==> src/rtl/number_glyph_writer.sv <==
// rtl/number_glyph_writer.sv - copies one ROM digit glyph into the 1-bit overlay framebuffer
// Reads glyph pixels in raster order and writes them at (x, y), clipping at the framebuffer edge.
module number_glyph_writer #(
  parameter int WIDTH     = 24,
  parameter int HEIGHT    = 24,
  parameter int NUM_IMGS  = 10,
  parameter int FB_WIDTH  = 320,
  parameter int FB_HEIGHT = 180,
  localparam int ROM_AW   = $clog2(WIDTH*HEIGHT*NUM_IMGS),
  localparam int FB_AW    = $clog2(FB_WIDTH*FB_HEIGHT)
) (
  input  logic              pixel_clk_in,
  input  logic              rst_in,
  input  logic              start_in,
  input  logic [10:0]       x_in,
  input  logic [9:0]        y_in,
  input  logic [3:0]        number_in,
  output logic              busy_out,
  output logic              done_out,
  output logic              error_out,
  output logic [ROM_AW-1:0] rom_addr_out,
  input  logic              rom_data_in,
  output logic [FB_AW-1:0]  fb_addr_out,
  output logic              fb_data_out,
  output logic              fb_we_out
);
  localparam int CW = $clog2(WIDTH);
  localparam int RW = $clog2(HEIGHT);

  typedef enum logic [1:0] {IDLE, ISSUE, DRAIN, DONE} state_t;

  state_t            state_q, state_d;
  logic [CW-1:0]     col_q, col_d;
  logic [RW-1:0]     row_q, row_d;
  logic [10:0]       x_q, x_d;
  logic [9:0]        y_q, y_d;
  logic [3:0]        num_q, num_d;
  logic [11:0]       px0_q, px0_d, px1_q, px1_d;
  logic [10:0]       py0_q, py0_d, py1_q, py1_d;
  logic              v0_q, v0_d, v1_q, v1_d;
  logic [FB_AW-1:0]  fb_addr_q, fb_addr_d;
  logic              fb_data_q, fb_data_d;
  logic              fb_we_q, fb_we_d;
  logic              busy_q, busy_d;
  logic              done_q, done_d;
  logic              err_q, err_d;

  always_comb begin
    state_d = state_q;
    col_d   = col_q;
    row_d   = row_q;
    x_d     = x_q;
    y_d     = y_q;
    num_d   = num_q;
    err_d   = 1'b0;

    // Pixel coordinates travel alongside the two-cycle ROM latency.
    v0_d  = (state_q == ISSUE);
    px0_d = 12'(x_q) + 12'(col_q);
    py0_d = 11'(y_q) + 11'(row_q);
    v1_d  = v0_q;
    px1_d = px0_q;
    py1_d = py0_q;

    fb_we_d   = v1_q && (px1_q < 12'(FB_WIDTH)) && (py1_q < 11'(FB_HEIGHT));
    fb_data_d = fb_we_d ? rom_data_in : 1'b0;
    fb_addr_d = fb_we_d ? (FB_AW'(py1_q) * FB_AW'(FB_WIDTH) + FB_AW'(px1_q)) : '0;

    case (state_q)
      IDLE: begin
        if (start_in) begin
          if (32'(number_in) < NUM_IMGS) begin
            x_d     = x_in;
            y_d     = y_in;
            num_d   = number_in;
            col_d   = '0;
            row_d   = '0;
            state_d = ISSUE;
          end else begin
            err_d = 1'b1;
          end
        end
      end
      ISSUE: begin
        if (col_q == CW'(WIDTH-1)) begin
          col_d = '0;
          if (row_q == RW'(HEIGHT-1)) begin
            row_d   = '0;
            state_d = DRAIN;
          end else begin
            row_d = row_q + 1'b1;
          end
        end else begin
          col_d = col_q + 1'b1;
        end
      end
      DRAIN: begin
        if (!v0_q && !v1_q) state_d = DONE;
      end
      default: state_d = IDLE;
    endcase

    busy_d = (state_d == ISSUE) || (state_d == DRAIN);
    done_d = (state_d == DONE);
  end

  always_ff @(posedge pixel_clk_in or posedge rst_in) begin
    if (rst_in) begin
      state_q   <= IDLE;
      col_q     <= '0;
      row_q     <= '0;
      x_q       <= '0;
      y_q       <= '0;
      num_q     <= '0;
      px0_q     <= '0;
      py0_q     <= '0;
      px1_q     <= '0;
      py1_q     <= '0;
      v0_q      <= 1'b0;
      v1_q      <= 1'b0;
      fb_addr_q <= '0;
      fb_data_q <= 1'b0;
      fb_we_q   <= 1'b0;
      busy_q    <= 1'b0;
      done_q    <= 1'b0;
      err_q     <= 1'b0;
    end else begin
      state_q   <= state_d;
      col_q     <= col_d;
      row_q     <= row_d;
      x_q       <= x_d;
      y_q       <= y_d;
      num_q     <= num_d;
      px0_q     <= px0_d;
      py0_q     <= py0_d;
      px1_q     <= px1_d;
      py1_q     <= py1_d;
      v0_q      <= v0_d;
      v1_q      <= v1_d;
      fb_addr_q <= fb_addr_d;
      fb_data_q <= fb_data_d;
      fb_we_q   <= fb_we_d;
      busy_q    <= busy_d;
      done_q    <= done_d;
      err_q     <= err_d;
    end
  end

  always_comb begin
    rom_addr_out = '0;
    if (state_q == ISSUE)
      rom_addr_out = ROM_AW'(num_q) * ROM_AW'(WIDTH*HEIGHT) + ROM_AW'(row_q) * ROM_AW'(WIDTH) + ROM_AW'(col_q);
  end

  assign busy_out    = busy_q;
  assign done_out    = done_q;
  assign error_out   = err_q;
  assign fb_addr_out = fb_addr_q;
  assign fb_data_out = fb_data_q;
  assign fb_we_out   = fb_we_q;
endmodule

==> config.mk <==
export PLATFORM = sky130hd
export DESIGN_NAME = number_glyph_writer
export DESIGN_NICKNAME = d
export VERILOG_FILES = /design/src/rtl/number_glyph_writer.sv
export SDC_FILE = /design/constraint.sdc
export NUM_CORES = 1
export LEC_CHECK = 0
export CAP_MARGIN = 30
export CORE_ASPECT_RATIO = 1.2
export CORE_MARGIN = 5
export CORE_UTILIZATION = 45
export CTS_CLUSTER_SIZE = 25
export DETAILED_ROUTE_END_ITERATION = 7
export GPL_ROUTABILITY_DRIVEN = 0
export HOLD_SLACK_MARGIN = 0.03
export PLACE_DENSITY = 0.8
export SLEW_MARGIN = 0
export SYNTH_ARGS = -nofsm -noshare
export SYNTH_HDL_FRONTEND = slang
export SYNTH_SLANG_ARGS = --single-unit
==> constraint.sdc <==
create_clock -name pixel_clk_in -period 3.6 [get_ports pixel_clk_in]
set_input_delay 0.9 -clock pixel_clk_in [delete_from_list [all_inputs] [get_ports pixel_clk_in]]
set_output_delay 0.9 -clock pixel_clk_in [all_outputs]
set_load 0.02 [all_outputs]
==> impl_metrics.json <==
{
  "drt-met1-wl_um": 3860,
  "multi_input_area_um2": 2370,
  "crit_path_start_kind": "flop",
  "placed_cells": 642,
  "async_flop_share_pct": 100,
  "cts_tree": "yes",
  "hold_path_depth": 0,
  "initialDrtViolationCount": 82,
  "critical_path_arrival_ns": 2.85,
  "whs_endpoint": "py1_q[6]",
  "synth_area_um2": 5070,
  "coreArea_um2": 11000,
  "start_util_pct": 45.9,
  "wl_met3_um": 401,
  "crit_fanout": 2,
  "io_pins": 63,
  "io_buffers": 62,
  "setup_slack_ns": -0.152,
  "vdd_ir_drop_max_v": 0.000736,
  "ys_types": 43,
  "finalSetupViolCount": 4,
  "place_ws_ns": -0.388,
  "power.share.sequential_pct": 37.6,
  "drcViolationCount": 0,
  "violations": "negative setup slack",
  "ys_seq_elements": 106,
  "finClkSkew_ns": 0.00508,
  "status": "complete, but fails checks",
  "grt_start_max_net_pins": 43,
  "synth_area_per_cell_um2": 11.9,
  "die_area_um2": 13500,
  "grt_usage_pct": 15.7,
  "p_sw_mw": 1.29,
  "finalSetupTns_ns": -0.387,
  "critPathLaunch": "row_q[1]",
  "fp.dieW_um": 107,
  "cts_buffers": 9,
  "r2r_slack_ns": 0.87,
  "ctsLongestPathBuffers": 2,
  "clk_pin_slew_ns": 0.07,
  "synthFlopType": "dfrtp_1",
  "grt_pass1_wl_um": 16900,
  "worst_pin_slew_ns": 0.522,
  "routed_wl_um": 9660,
  "synth-edff-count": 0,
  "rows": 42,
  "clock.fmax_mhz": 266,
  "cts.sinks": 106,
  "crit_type": "reg2out",
  "ys_seq_area_share_pct": 52.4,
  "insertion_delay_ns": 0.35,
  "cap_violations": 0,
  "p_int_mw": 2.57,
  "place_area_um2": 6040,
  "r2r-end": "fb_addr_out[15]",
  "syn_to_final_growth_pct": 25.7,
  "dieHeight_um": 126,
  "fin_util_pct": 57.7,
  "reg2reg_from": "py1_q[1]",
  "yosysWarnings": 0,
  "n_antenna_cell": 0,
  "viasPerCell": 5.22,
  "powerDensity_nw_per_um2": 607,
  "rsz0062_at_grt": "true",
  "vias": 3438,
  "fin_crit_ns": 3.75,
  "final_net_count": 604,
  "synth.largest_area_cell": "dfrtp_1",
  "ant_nets": 0,
  "synth_top_area_share_pct": 52.4,
  "antenna_found_initial": 0,
  "synth_nets": 509,
  "dpl.hpwl_um": 7370,
  "drive_gt1_share_pct": 16.9,
  "min-delay-start": "py0_q[6]",
  "hold_viol": 0,
  "first_global_vias": 3669,
  "first_pass_iters": 4,
  "ctsHtreeMaxLevel": 3,
  "synth_common_cells": "dfrtp_1 (106), ha_1 (47), nor2_1 (33)",
  "power_frac_clock_pct": 23.5,
  "post-route-period-util_pct": 104,
  "whs_ns": 0.348,
  "slew-limit-headroom_pct": 65.1,
  "cp-end-kind": "output pin",
  "synth_most_common_cell": "dfrtp_1",
  "synthTopCellsByArea": "dfrtp_1 (52%), ha_1 (12%), mux2_2 (5.3%), xnor2_1 (3.8%), xor2_1 (2.8%)",
  "r2r_cells": 9,
  "p_total_mw": 3.87,
  "routed_wire_length_per_instance_um": 14.7,
  "root_buffer": "clkbuf_16",
  "p_comb_share_pct": 38.9,
  "worstPathRequired_ns": 2.70,
  "stdcell_area_um2": 6370,
  "num-fill-cells": 898,
  "switching_share_pct": 33.5,
  "fin_cells": 658,
  "synthCells": 427,
  "grt-ovfl-total": 0,
  "hold_buffers": 0,
  "finalMaxSlewViolations": 0,
  "top_layer_used": "met4",
  "met2RoutedLength_um": 5130,
  "p_leak_nw": 3.16,
  "regArea_um2": 2650,
  "min_path_type": "reg2reg"
}
[per-layer routing]
| layer | vias up | track usage [%] |
|---|---|---|
| li1 | 1657 | - |
| met1 | 1685 | 17.5 |
| met2 | 71 | 28.7 |
| met3 | 25 | 3.12 |
| met4 | 0 | 6.77 |
| met5 | - | 0 |
[registers in the layout (all words and copies together), names as in the netlist]
register	count
fb_addr_out	16
px0_q	12
px1_q	12
py0_q	11
py1_q	11
x_q	11
y_q	10
col_q	5
row_q	5
num_q	4
state_q	2
busy_out	1
done_out	1
error_out	1
fb_data_out	1
fb_we_out	1
v0_q	1
v1_q	1
[how the worst max path moves through the flow]
| stage | end | cells past startpoint |
|---|---|---|
| floorplan | rom_addr_out[12] | 10 |
| global placement | rom_addr_out[11] | 13 |
| detailed placement | rom_addr_out[11] | 13 |
| CTS | rom_addr_out[11] | 13 |
| global route | rom_addr_out[11] | 13 |
| finish | rom_addr_out[11] | 13 |
[critical path: stages, from the launching register on]
cell and delay, ns:
dfrtp_1 0.42, buf_6 0.14, fa_2 0.41, a21oi_2 0.13
nor2_1 0.05, nor2_1 0.10, xnor2_1 0.17, ha_1 0.29
a21oi_2 0.16, a21boi_1 0.09, o21ai_1 0.16, xor2_1 0.16
nor2_1 0.06, buf_4 0.16
[power by group through the flow]
| stage | logic (mW) | clock network [mW] | registers, mW |
|---|---|---|---|
| final | 1.51 | 0.908 | 1.45 |
| after global routing | 1.67 | 0.982 | 1.47 |
| after CTS | 1.50 | 0.934 | 1.45 |
| after detailed placement | 1.46 | 0 | 1.47 |
| after global placement | 1.44 | 0 | 1.46 |
| after floorplan | 0.721 | 0 | 1.55 |
[area by class of cell]
type	count	share of cell area, %
Tap cell	132	2.59
Timing Repair Buffer	88	12.8
Clock inverter	6	0.806
Multi-Input combinational cell	296	37.3
Inverter	21	1.30
Sequential cell	106	41.7
Clock buffer	9	3.54
[repair_timing]
| item | CTS | global route |
|---|---|---|
| pin swaps | 12 | 11 |
| endpoints found under the setup margin | 7 | 7 |
| gates resized for setup | 40 | 6 |
| cloned | 0 | 0 |
| setup buffers | 0 | 1 |
[placed cells by master, fill, tap and decap left out, types with 5 or more instances in the layout]
| cell | n |
|---|---|
| xnor2_1 | 22 |
| fa_1 | 5 |
| a21oi_1 | 16 |
| nor3_1 | 5 |
| buf_4 | 28 |
| nand3_1 | 7 |
| clkbuf_16 | 9 |
| clkdlybuf4s50_1 | 55 |
| a21o_1 | 7 |
| nand2b_1 | 5 |
| nand2_1 | 21 |
| mux2_2 | 24 |
| dfrtp_1 | 106 |
| nor2b_1 | 5 |
| ha_1 | 45 |
| o21ai_0 | 18 |
| nor2_1 | 33 |
| xor2_1 | 16 |
| inv_1 | 19 |
| and2_1 | 12 |
| a21oi_2 | 6 |
[cells by family (layout without fill, tap and decap cells)]
group / after synthesis / in the layout / synth area share [%]
AND/OR/NAND/NOR: 107 / 107 / 10.7
AO/OA/AOI/OAI: 74 / 74 / 9.14
XOR/XNOR: 38 / 38 / 6.57
flip-flops: 106 / 106 / 52.4
adder cells (fa/ha/maj): 53 / 53 / 14.0
multiplexers: 24 / 24 / 5.33
buffers and inverters: 25 / 124 / 1.88
Note: power is estimated with default switching activity, not from simulation.
